$ cat src/rtl/param_sort_pkg.sv
// rtl/param_sort_pkg.sv - shared types and constants for the parametrised in-place sorter
//
// Contents:
//   sort_state_e  FSM encoding (IDLE, SORT, FINISH)
//   SORT_ASC / SORT_DESC  values of the descending input
//   STATS_W       width of the optional swap counter (PARAM_SORT_STATS_EN builds)
//   sat_inc       saturating increment for the swap counter
package param_sort_pkg;

    typedef enum logic [1:0] {
        IDLE   = 2'd0,
        SORT   = 2'd1,
        FINISH = 2'd2
    } sort_state_e;

    localparam logic SORT_ASC  = 1'b0;
    localparam logic SORT_DESC = 1'b1;

    localparam int STATS_W = 16;

    // Counter sticks at all-ones instead of wrapping.
    function automatic logic [STATS_W-1:0] sat_inc(input logic [STATS_W-1:0] v);
        return (&v) ? v : v + STATS_W'(1);
    endfunction

endpackage

$ cat src/rtl/sort_cmp_swap.sv
// rtl/sort_cmp_swap.sv - combinational compare/exchange cell for one adjacent pair
//
// Ports:
//   a, b        current values at addresses j and j+1
//   descending  1 = larger value belongs at the lower address
//   lo_out      value to store at address j
//   hi_out      value to store at address j+1
//   swap        pair is out of order; equal values never swap (keeps the sort stable)
module sort_cmp_swap
    import param_sort_pkg::*;
#(
    parameter int DATA_W = 8
) (
    input  logic [DATA_W-1:0] a,
    input  logic [DATA_W-1:0] b,
    input  logic              descending,
    output logic [DATA_W-1:0] lo_out,
    output logic [DATA_W-1:0] hi_out,
    output logic              swap
);

    always_comb begin
        swap = 1'b0;
        if (descending == SORT_DESC) begin
            swap = (a < b);
        end else begin
            swap = (a > b);
        end
        lo_out = swap ? b : a;
        hi_out = swap ? a : b;
    end

endmodule

$ cat src/rtl/param_sort_ctrl.sv
// rtl/param_sort_ctrl.sv - parametrised in-place bubble sorter with register-array storage
//
// Host loads the array with wr_en while idle, pulses start, waits for done, then
// reads back through the registered rd port. One adjacent pair is compared per
// cycle; each pass is one shorter than the last and the sort stops early after a
// pass with no swaps.
//
// Ports:
//   clk, rst            clock, asynchronous active-high reset (clears the array too)
//   start, descending   sort request (sampled in IDLE) and direction (latched on start)
//   wr_en/addr/data     load port, ignored while busy; out-of-range addresses dropped
//   rd_addr, rd_data    readback, one cycle latency; out-of-range reads return 0
//   busy, done          busy while sorting; done held until next start or accepted write
//   swap_count          saturating swap counter, present only when PARAM_SORT_STATS_EN
//                       is defined
module param_sort_ctrl
    import param_sort_pkg::*;
#(
    parameter int DATA_W = 8,
    parameter int DEPTH  = 8,
    parameter int ADDR_W = (DEPTH > 1) ? $clog2(DEPTH) : 1
) (
    input  logic              clk,
    input  logic              rst,
    input  logic              start,
    input  logic              descending,
    input  logic              wr_en,
    input  logic [ADDR_W-1:0] wr_addr,
    input  logic [DATA_W-1:0] wr_data,
    input  logic [ADDR_W-1:0] rd_addr,
    output logic [DATA_W-1:0] rd_data,
    output logic              busy,
`ifdef PARAM_SORT_STATS_EN
    output logic              done,
    output logic [STATS_W-1:0] swap_count
`else
    output logic              done
`endif
);

    localparam logic [1:0] ST_IDLE   = 2'(IDLE);
    localparam logic [1:0] ST_SORT   = 2'(SORT);
    localparam logic [1:0] ST_FINISH = 2'(FINISH);

    // One extra bit so DEPTH itself (up to 256) is representable for range checks.
    localparam logic [ADDR_W:0]   DEPTH_C    = (ADDR_W + 1)'(DEPTH);
    localparam logic [ADDR_W-1:0] LIMIT_INIT = ADDR_W'((DEPTH > 1) ? DEPTH - 2 : 0);

    logic [DATA_W-1:0] mem [DEPTH];
    logic [1:0]        state;
    logic [ADDR_W-1:0] j;
    logic [ADDR_W-1:0] limit;
    logic              pass_swapped;
    logic              dir;

    logic [ADDR_W-1:0] j1;
    logic              wr_ok;
    logic              rd_ok;
    logic [DATA_W-1:0] lo_out;
    logic [DATA_W-1:0] hi_out;
    logic              swap_now;

    assign j1    = j + ADDR_W'(1);
    assign wr_ok = wr_en && ({1'b0, wr_addr} < DEPTH_C);
    assign rd_ok = ({1'b0, rd_addr} < DEPTH_C);

    sort_cmp_swap #(
        .DATA_W (DATA_W)
    ) u_cmp (
        .a          (mem[j]),
        .b          (mem[j1]),
        .descending (dir),
        .lo_out     (lo_out),
        .hi_out     (hi_out),
        .swap       (swap_now)
    );

    always_ff @(posedge clk or posedge rst) begin
        if (rst) begin
            for (int i = 0; i < DEPTH; i++) begin
                mem[i] <= '0;
            end
            state        <= ST_IDLE;
            j            <= '0;
            limit        <= '0;
            pass_swapped <= 1'b0;
            dir          <= SORT_ASC;
            busy         <= 1'b0;
            done         <= 1'b0;
        end else begin
            case (state)
                ST_IDLE: begin
                    // The write and the start can share an edge: the sort starts on
                    // the next cycle and so already sees the written value.
                    if (wr_ok) begin
                        mem[wr_addr] <= wr_data;
                        done         <= 1'b0;
                    end
                    if (start) begin
                        dir          <= descending;
                        j            <= '0;
                        limit        <= LIMIT_INIT;
                        pass_swapped <= 1'b0;
                        done         <= 1'b0;
                        busy         <= 1'b1;
                        state        <= (DEPTH == 1) ? ST_FINISH : ST_SORT;
                    end
                end

                ST_SORT: begin
                    if (swap_now) begin
                        mem[j]       <= lo_out;
                        mem[j1]      <= hi_out;
                        pass_swapped <= 1'b1;
                    end
                    if (j != limit) begin
                        j <= j1;
                    end else if ((limit == '0) || !(pass_swapped || swap_now)) begin
                        // Either the last (single-pair) pass or a pass that changed
                        // nothing: the array is in order.
                        state <= ST_FINISH;
                    end else begin
                        // New pass; the largest-out-of-place element is now parked
                        // at the old limit+1, so the next pass can be one shorter.
                        j            <= '0;
                        limit        <= limit - ADDR_W'(1);
                        pass_swapped <= 1'b0;
                    end
                end

                ST_FINISH: begin
                    busy  <= 1'b0;
                    done  <= 1'b1;
                    state <= ST_IDLE;
                end

                default: begin
                    state <= ST_IDLE;
                end
            endcase
        end
    end

    always_ff @(posedge clk or posedge rst) begin
        if (rst) begin
            rd_data <= '0;
        end else begin
            rd_data <= rd_ok ? mem[rd_addr] : '0;
        end
    end

`ifdef PARAM_SORT_STATS_EN
    always_ff @(posedge clk or posedge rst) begin
        if (rst) begin
            swap_count <= '0;
        end else if ((state == ST_IDLE) && start) begin
            swap_count <= '0;
        end else if ((state == ST_SORT) && swap_now) begin
            swap_count <= sat_inc(swap_count);
        end
    end
`endif

endmodule

$ cat config.mk
export PLATFORM = sky130hd
export DESIGN_NAME = param_sort_ctrl
export DESIGN_NICKNAME = d
export VERILOG_FILES = /design/src/rtl/param_sort_pkg.sv /design/src/rtl/sort_cmp_swap.sv /design/src/rtl/param_sort_ctrl.sv
export SDC_FILE = /design/constraint.sdc
export NUM_CORES = 1
export LEC_CHECK = 0
export CORE_MARGIN = 2
export CORE_UTILIZATION = 45
export CTS_CLUSTER_DIAMETER = 80
export DETAILED_ROUTE_END_ITERATION = 8
export PLACE_DENSITY = 0.73
export SLEW_MARGIN = 40
export SYNTH_ARGS = -nofsm -noshare
export SYNTH_HDL_FRONTEND = slang
export SYNTH_HIERARCHICAL = 1
export SYNTH_SLANG_ARGS = --single-unit
$ cat constraint.sdc
create_clock -name clk -period 12.95 [get_ports clk]
set_input_delay 1.295 -clock clk [delete_from_list [all_inputs] [get_ports clk]]
set_output_delay 1.295 -clock clk [all_outputs]
set_load 0.03 [all_outputs]
==> results of run 1 <==
layer usage:
| layer | vias up | GRT usage, % | share of wire, % |
|---|---|---|---|
| li1 | 2536 | - | - |
| met1 | 2870 | 36.6 | 39 |
| met2 | 446 | 42.0 | 44 |
| met3 | 96 | 9.03 | 12 |
| met4 | 0 | 15.6 | 5.0 |
| met5 | - | 0 | 0 |
flip-flops by register name, summed over array words and instances (netlist names):
signal        count
limit             3
state             2
busy              1
pass_swapped      1
done              1
mem              64
j                 3
dir               1
rd_data           8
logic make-up after synthesis:
| kind of cell | Yosys count |
|---|---|
| AO/OA/AOI/OAI | 235 |
| multiplexers | 90 |
| buffers and inverters | 86 |
| XOR/XNOR | 5 |
| adder cells (fa/ha/maj) | 11 |
| flip-flops | 84 |
| AND/OR/NAND/NOR | 148 |
layout make-up:
type                       instances  area share [%]
sequential                        84            29.3
timing repair buffer              46            5.93
clock buffer                      14            3.54
tap                              184            3.21
inverter                          14           0.750
clock inverter                     2           0.140
multi-input combinational        489            57.1
worst max-delay path, stage by stage, from the launching register on:
cell	delay, ps
dfrtp_1	360
buf_4	260
ha_1	920
nor2b_2	600
and2_1	770
a22oi_1	200
nand3_1	160
inv_1	60
ha_1	320
nand4_1	150
nand2b_1	180
a211oi_1	270
a211o_1	170
buf_4	310
mux2_2	450
a32oi_1	230
o22ai_1	120
mux2_4	290
cells in the final DEF, fill, tap and decap left out, types with 3 or more instances in the layout:
cell type	netlist	final
a21oi_1	24	24
a22oi_1	68	68
a31oi_1	4	4
a32oi_1	16	16
and3_1	3	3
buf_4	9	16
clkbuf_1	13	4
clkbuf_16	0	9
clkdlybuf4s50_1	0	28
clkinv_2	0	3
dfrtp_1	84	83
ha_1	11	11
inv_1	13	12
mux2_1	6	6
mux2_2	36	36
mux2_4	11	11
mux2i_1	7	7
mux4_2	30	30
nand2_1	66	66
nand3_1	15	15
nand3b_1	3	3
nand4_1	5	5
nor2_1	26	26
nor3_1	4	4
nor3_4	1	3
o21ai_0	28	28
o21ai_1	3	3
o22a_1	40	40
o22ai_1	26	26
o311ai_4	2	3
xnor2_1	4	3
worst paths after layout:
path | start | endpoint | depth (start not counted) | slack, ps
min | done$_DFFE_PP0P_ | done$_DFFE_PP0P_ | 1 | 510
min reg2reg | done$_DFFE_PP0P_ | done$_DFFE_PP0P_ | 1 | 510
max | j[1]$_DFFE_PP0P_ | mem[63]$_DFFE_PP0P_ | 17 | 6980
min in group asynchronous | rst | mem[52]$_DFFE_PP0P_ | 3 | 1460
max in group asynchronous | rst | j[0]$_DFFE_PP0P_ | 3 | 10940
max reg2reg | j[1]$_DFFE_PP0P_ | mem[63]$_DFFE_PP0P_ | 17 | 6980
synth_stat cells (all sizes together), types with 4 or more instances:
library cell	number	area, um^2
o22ai	26	163
mux2	53	638
nand2	67	259
xnor2	4	35.0
nor3b	4	40.0
dfrtp	84	2100
o21ai	31	155
nand3	16	85.1
nand4	5	31.3
buf	56	342
mux4	30	676
a22oi	68	510
a31oi	4	25.0
nor2	30	141
nor3	8	66.3
o311ai	5	93.8
a21oi	25	129
clkbuf	16	63.8
mux2i	7	70.1
ha	11	138
inv	14	52.6
a32oi	16	140
o22a	40	350
stage by stage:
step / cell area (um^2) / utilization (%)
finish: 7170 / 49.5
global route: 7170 / 49.5
CTS: 7150 / 49.4
detailed placement: 6880 / 47.5
global placement: 6860 / 47.4
floorplan: 6620 / -
==> flow_summary_export.csv, run 1 <==
group,metric,value,unit
cts,cts_hold_buf,0,
timing,timing.hold.ws,513,ps
worst_setup_path,critical_path_required,13200,ps
routing,drcViolationCount,0,
cts,clk_pin_slew,60,ps
cts,cts_tree,"yes",
synth,yosys_register_bits,84,
synth,syn_area,6620,um^2
synth,synthMuxAreaShare,20.9,%
routing,vias,5948,
timing,final.min_clock_period,5970,ps
routing,dr.pass1.iters,7,
layout,register_area,2100,um^2
run_status,outcome,"finished, final reports clean",
synth,synth_cells,659,
min_path,hp-class,"flop to flop",
synth,synth-simple-area-share,11.4,%
layout,syn2layout_area_growth,8.31,%
cts,htree_num_levels,3,
synth,ys_async_sr_fraction,100,%
floorplan,die_height,125,um
run,cap_violations,0,
global_route,grt_overflow,0,
worst_setup_path,startpoint_type,"flop",
synth,ys_warn_count,6,
placement,portBuffers,28,
global_route,grt_use_total,28.2,%
timing,rsz0062_at_grt,"false",
floorplan,dieWidth,125,um
timing,hold_viol_final,0,
layout,drive_gt1_share,20.5,%
cts,numCtsBuffers,9,
synth,synth_fa_ha_area_share,2.08,%
synth,synthXorXnorAreaFrac,0.661,%
routing,routedWlPerCell,26.4,um
global_route,grt_max_degree,85,
placement,dp.cells,816,
floorplan,initial_core_util,45.7,%
worst_setup_path,worstSetupPathType,"flop to flop",
cts,cts_sinks,84,
timing,max_freq,168,MHz
synth,synth-compound-area-share,26.3,%
routing,drt_iter0_markers,805,
synth,ys_seq_area_share,31.7,%
synth,synth-edff-count,0,
worst_setup_path,worstPathMaxFanout,31,
global_route,grt_antenna_before_repair,0,
floorplan,rows,44,
layout,nFillCells,1312,
synth,synth.distinct_cells,69,
routing,via_per_inst,7.14,
timing,period_share,46.1,%
timing,fin_tns_setup,0,ps
floorplan,die_area,15700,um^2
layout,nets,674,
timing,final-max-slew-violation-count,0,
cts,cts_root_buf,"clkbuf_16",
placement,dp_hpwl,13.7,mm
synth,avgSynthCellArea,10.0,um^2
synth,synth_top_family_by_area,"compound AO/OA/AOI/OAI gates",
placement,place.gp.congestion,0.986,
synth,synth-main-ff-cell,"dfrtp_1",
timing,skew,8.70,ps
global_route,grt_first_pass_wirelength,34.2,mm
routing,detail-route-antenna-nets,0,
synth,synth_nets,689,
layout,multiInputGateArea,4100,um^2
floorplan,fp.coreArea,14500,um^2
timing,setup_viol,0,
worst_setup_path,arrival,6210,ps
cts,clock_path_buffers,2,
routing,routed_wl,22.0,mm
placement,place_worst_setup_slack,6990,ps
global_route,grt_pass1_vias,5815,
cts,cts_setup_buffers,0,
layout,diodes,0,
layout,instances_no_fill,833,
timing,slew_headroom,40.4,%
cts,clk_latency,360,ps
cts,post_cts_resized,0,
timing,worstMarginPinSlew,889,ps
worst_setup_path,crit_path_end_kind,"flop",
timing,finalWorstSetupSlack,6980,ps
floorplan,io_pins,29,
Power of run 1 is left out: the tool's default activity adds up to more than one toggle a clock period on the data nets, which glitch-free logic cannot reach.
==> inputs of run 2 (changes only) <==
- clock period: 12.95 -> 5.7 ns (I/O delays scaled with it)
==> run 2 against run 1 <==
  * Die area stayed put
  * Via count is 1.5% higher
  * Register-to-register slack worse by 6200 ps
  * Utilization is 0.75 points higher
  * Wire length is 7.1% higher
  * First-iteration DRC count is 1.6% higher
  * Critical path depth stayed put
  * Critical path type unchanged
==> flow_summary_export.csv, run 2 (same netlist as run 1, synthesis figures left out) <==
group,metric,value,unit
run_status,outcome,"finished, final reports clean",
cts,htree_num_levels,3,
cts,cts_setup_buffers,0,
global_route,grt_use_total,30.1,%
layout,largest_register_ff_count,64,
timing,rsz0062_at_grt,"false",
cts,cts_root_buf,"clkbuf_16",
routing,detail-route-antenna-nets,0,
worst_setup_path,worstSetupPathType,"flop to flop",
timing,skew,12.1,ps
cts,cts_sinks,84,
timing,final.min_clock_period,4870,ps
routing,drcViolationCount,0,
cts,cts_hold_buf,0,
layout,regMostFlops,"mem",
layout,reg_top3,"mem: 64 flops, rd_data: 8 flops",
routing,routedWlPerCell,27.9,um
worst_setup_path,path_buf_inv,3,
routing,drt_iter0_markers,818,
timing,hold_viol_final,0,
min_path,hp-class,"flop to flop",
timing,worstMarginPinSlew,868,ps
global_route,grt_max_degree,58,
floorplan,die_height,125,um
layout,final_cell_mix,"dfrtp_1, a22oi_1, nand2_1",
floorplan,rows,44,
worst_setup_path,slowest_delay,500,ps
routing,via_per_inst,7.13,
routing,routed_wl,23.6,mm
global_route,grt_first_pass_wirelength,35.8,mm
placement,portBuffers,28,
worst_setup_path,arrival,5100,ps
timing,period_share,85.4,%
placement,place.gp.congestion,0.956,
timing,fin_tns_setup,0,ps
cts,cts_tree,"yes",
timing,final-max-slew-violation-count,0,
floorplan,dieWidth,125,um
routing,dr.pass1.iters,6,
layout,final_common_cell,"dfrtp_1",
global_route,grt_overflow,0,
worst_setup_path,cp_cell_sequence,"ha_1, xnor2_2, buf_4, nor2_4, a22oi_1, nand3_1, inv_1, ha_1, nand4_1, nand2b_1, a211oi_1, a211o_1, buf_4, mux2_2, a32oi_1, o22ai_1, mux2_1",
floorplan,fp.coreArea,14500,um^2
global_route,grt_pass1_vias,5936,
worst_setup_path,worstPathMaxFanout,17,
worst_setup_path,startpoint_type,"flop",
cts,clock_path_buffers,2,
timing,slew_headroom,41.8,%
layout,final_util,50.3,%
floorplan,initial_core_util,45.7,%
routing,vias,6035,
placement,dp_hpwl,15.2,mm
layout,syn2layout_area_growth,9.96,%
floorplan,die_area,15700,um^2
layout,drive_gt1_share,22.2,%
floorplan,io_pins,29,
cts,post_cts_resized,0,
worst_setup_path,crit_path_end_kind,"flop",
cts,clk_pin_slew,70,ps
worst_setup_path,critical_path_required,5930,ps
worst_setup_path,path_delay_family,"simple AND/OR/NAND/NOR gates",
run,cap_violations,0,
worst_setup_path,cpMaxStageDelayCell,"nor2_4",
global_route,grt_antenna_before_repair,0,
layout,nets,689,
cts,numCtsBuffers,9,
cts,clk_latency,360,ps
timing,setup_viol,0,
timing,max_freq,205,MHz
layout,diodes,0,
-- run 2: changes by cell type in the layout (fill, tap and decap cells not counted), sizes merged --
| cell | previous run | this run |
|---|---|---|
| inv | 13 | 14 |
| clkinv | 3 | 1 |
| bufinv | 0 | 1 |
| buf | 17 | 33 |
| clkbuf | 15 | 12 |
-- run 2: metrics by stage --
| stage | worst slack, ps | hold WS (ps) | cells | instance area [um^2] |
|---|---|---|---|---|
| after floorplan | 1550 | 475 | 659 | 6620 |
| after global placement | 1030 | 487 | 831 | 6980 |
| after detailed placement | 933 | 496 | 832 | 6990 |
| after CTS | 918 | 520 | 846 | 7280 |
| after global routing | 554 | 538 | 846 | 7280 |
| final | 829 | 511 | 846 | 7280 |
-- run 2: final timing paths --
kind | from | end | slack, ps | depth (start not counted)
min in group asynchronous | rst | mem[12]$_DFFE_PP0P_ | 630 | 2
max reg2reg | j[0]$_DFFE_PP0P_ | mem[56]$_DFFE_PP0P_ | 830 | 17
max | j[0]$_DFFE_PP0P_ | mem[56]$_DFFE_PP0P_ | 830 | 17
max in group asynchronous | rst | rd_data[2]$_DFF_PP0_ | 4080 | 3
min reg2reg | done$_DFFE_PP0P_ | done$_DFFE_PP0P_ | 510 | 1
min | done$_DFFE_PP0P_ | done$_DFFE_PP0P_ | 510 | 1
-- run 2: per-layer routing --
layer	vias to the layer above	GRT usage (%)	wire (um)
li1	2570	-	-
met1	2948	39.5	9460
met2	415	45.3	10300
met3	102	8.94	2510
met4	0	15.2	1270
met5	-	0	0
-- run 2: layout make-up --
class | instances | area, um^2
tap | 184 | 230
clock buffer | 12 | 256
timing repair buffer | 61 | 532
inverter | 14 | 55.1
sequential | 84 | 2100
fill | 1333 | 7200
clock inverter | 2 | 35.0
multi-input combinational | 489 | 4070
Power of run 2 is left out for the same reason.
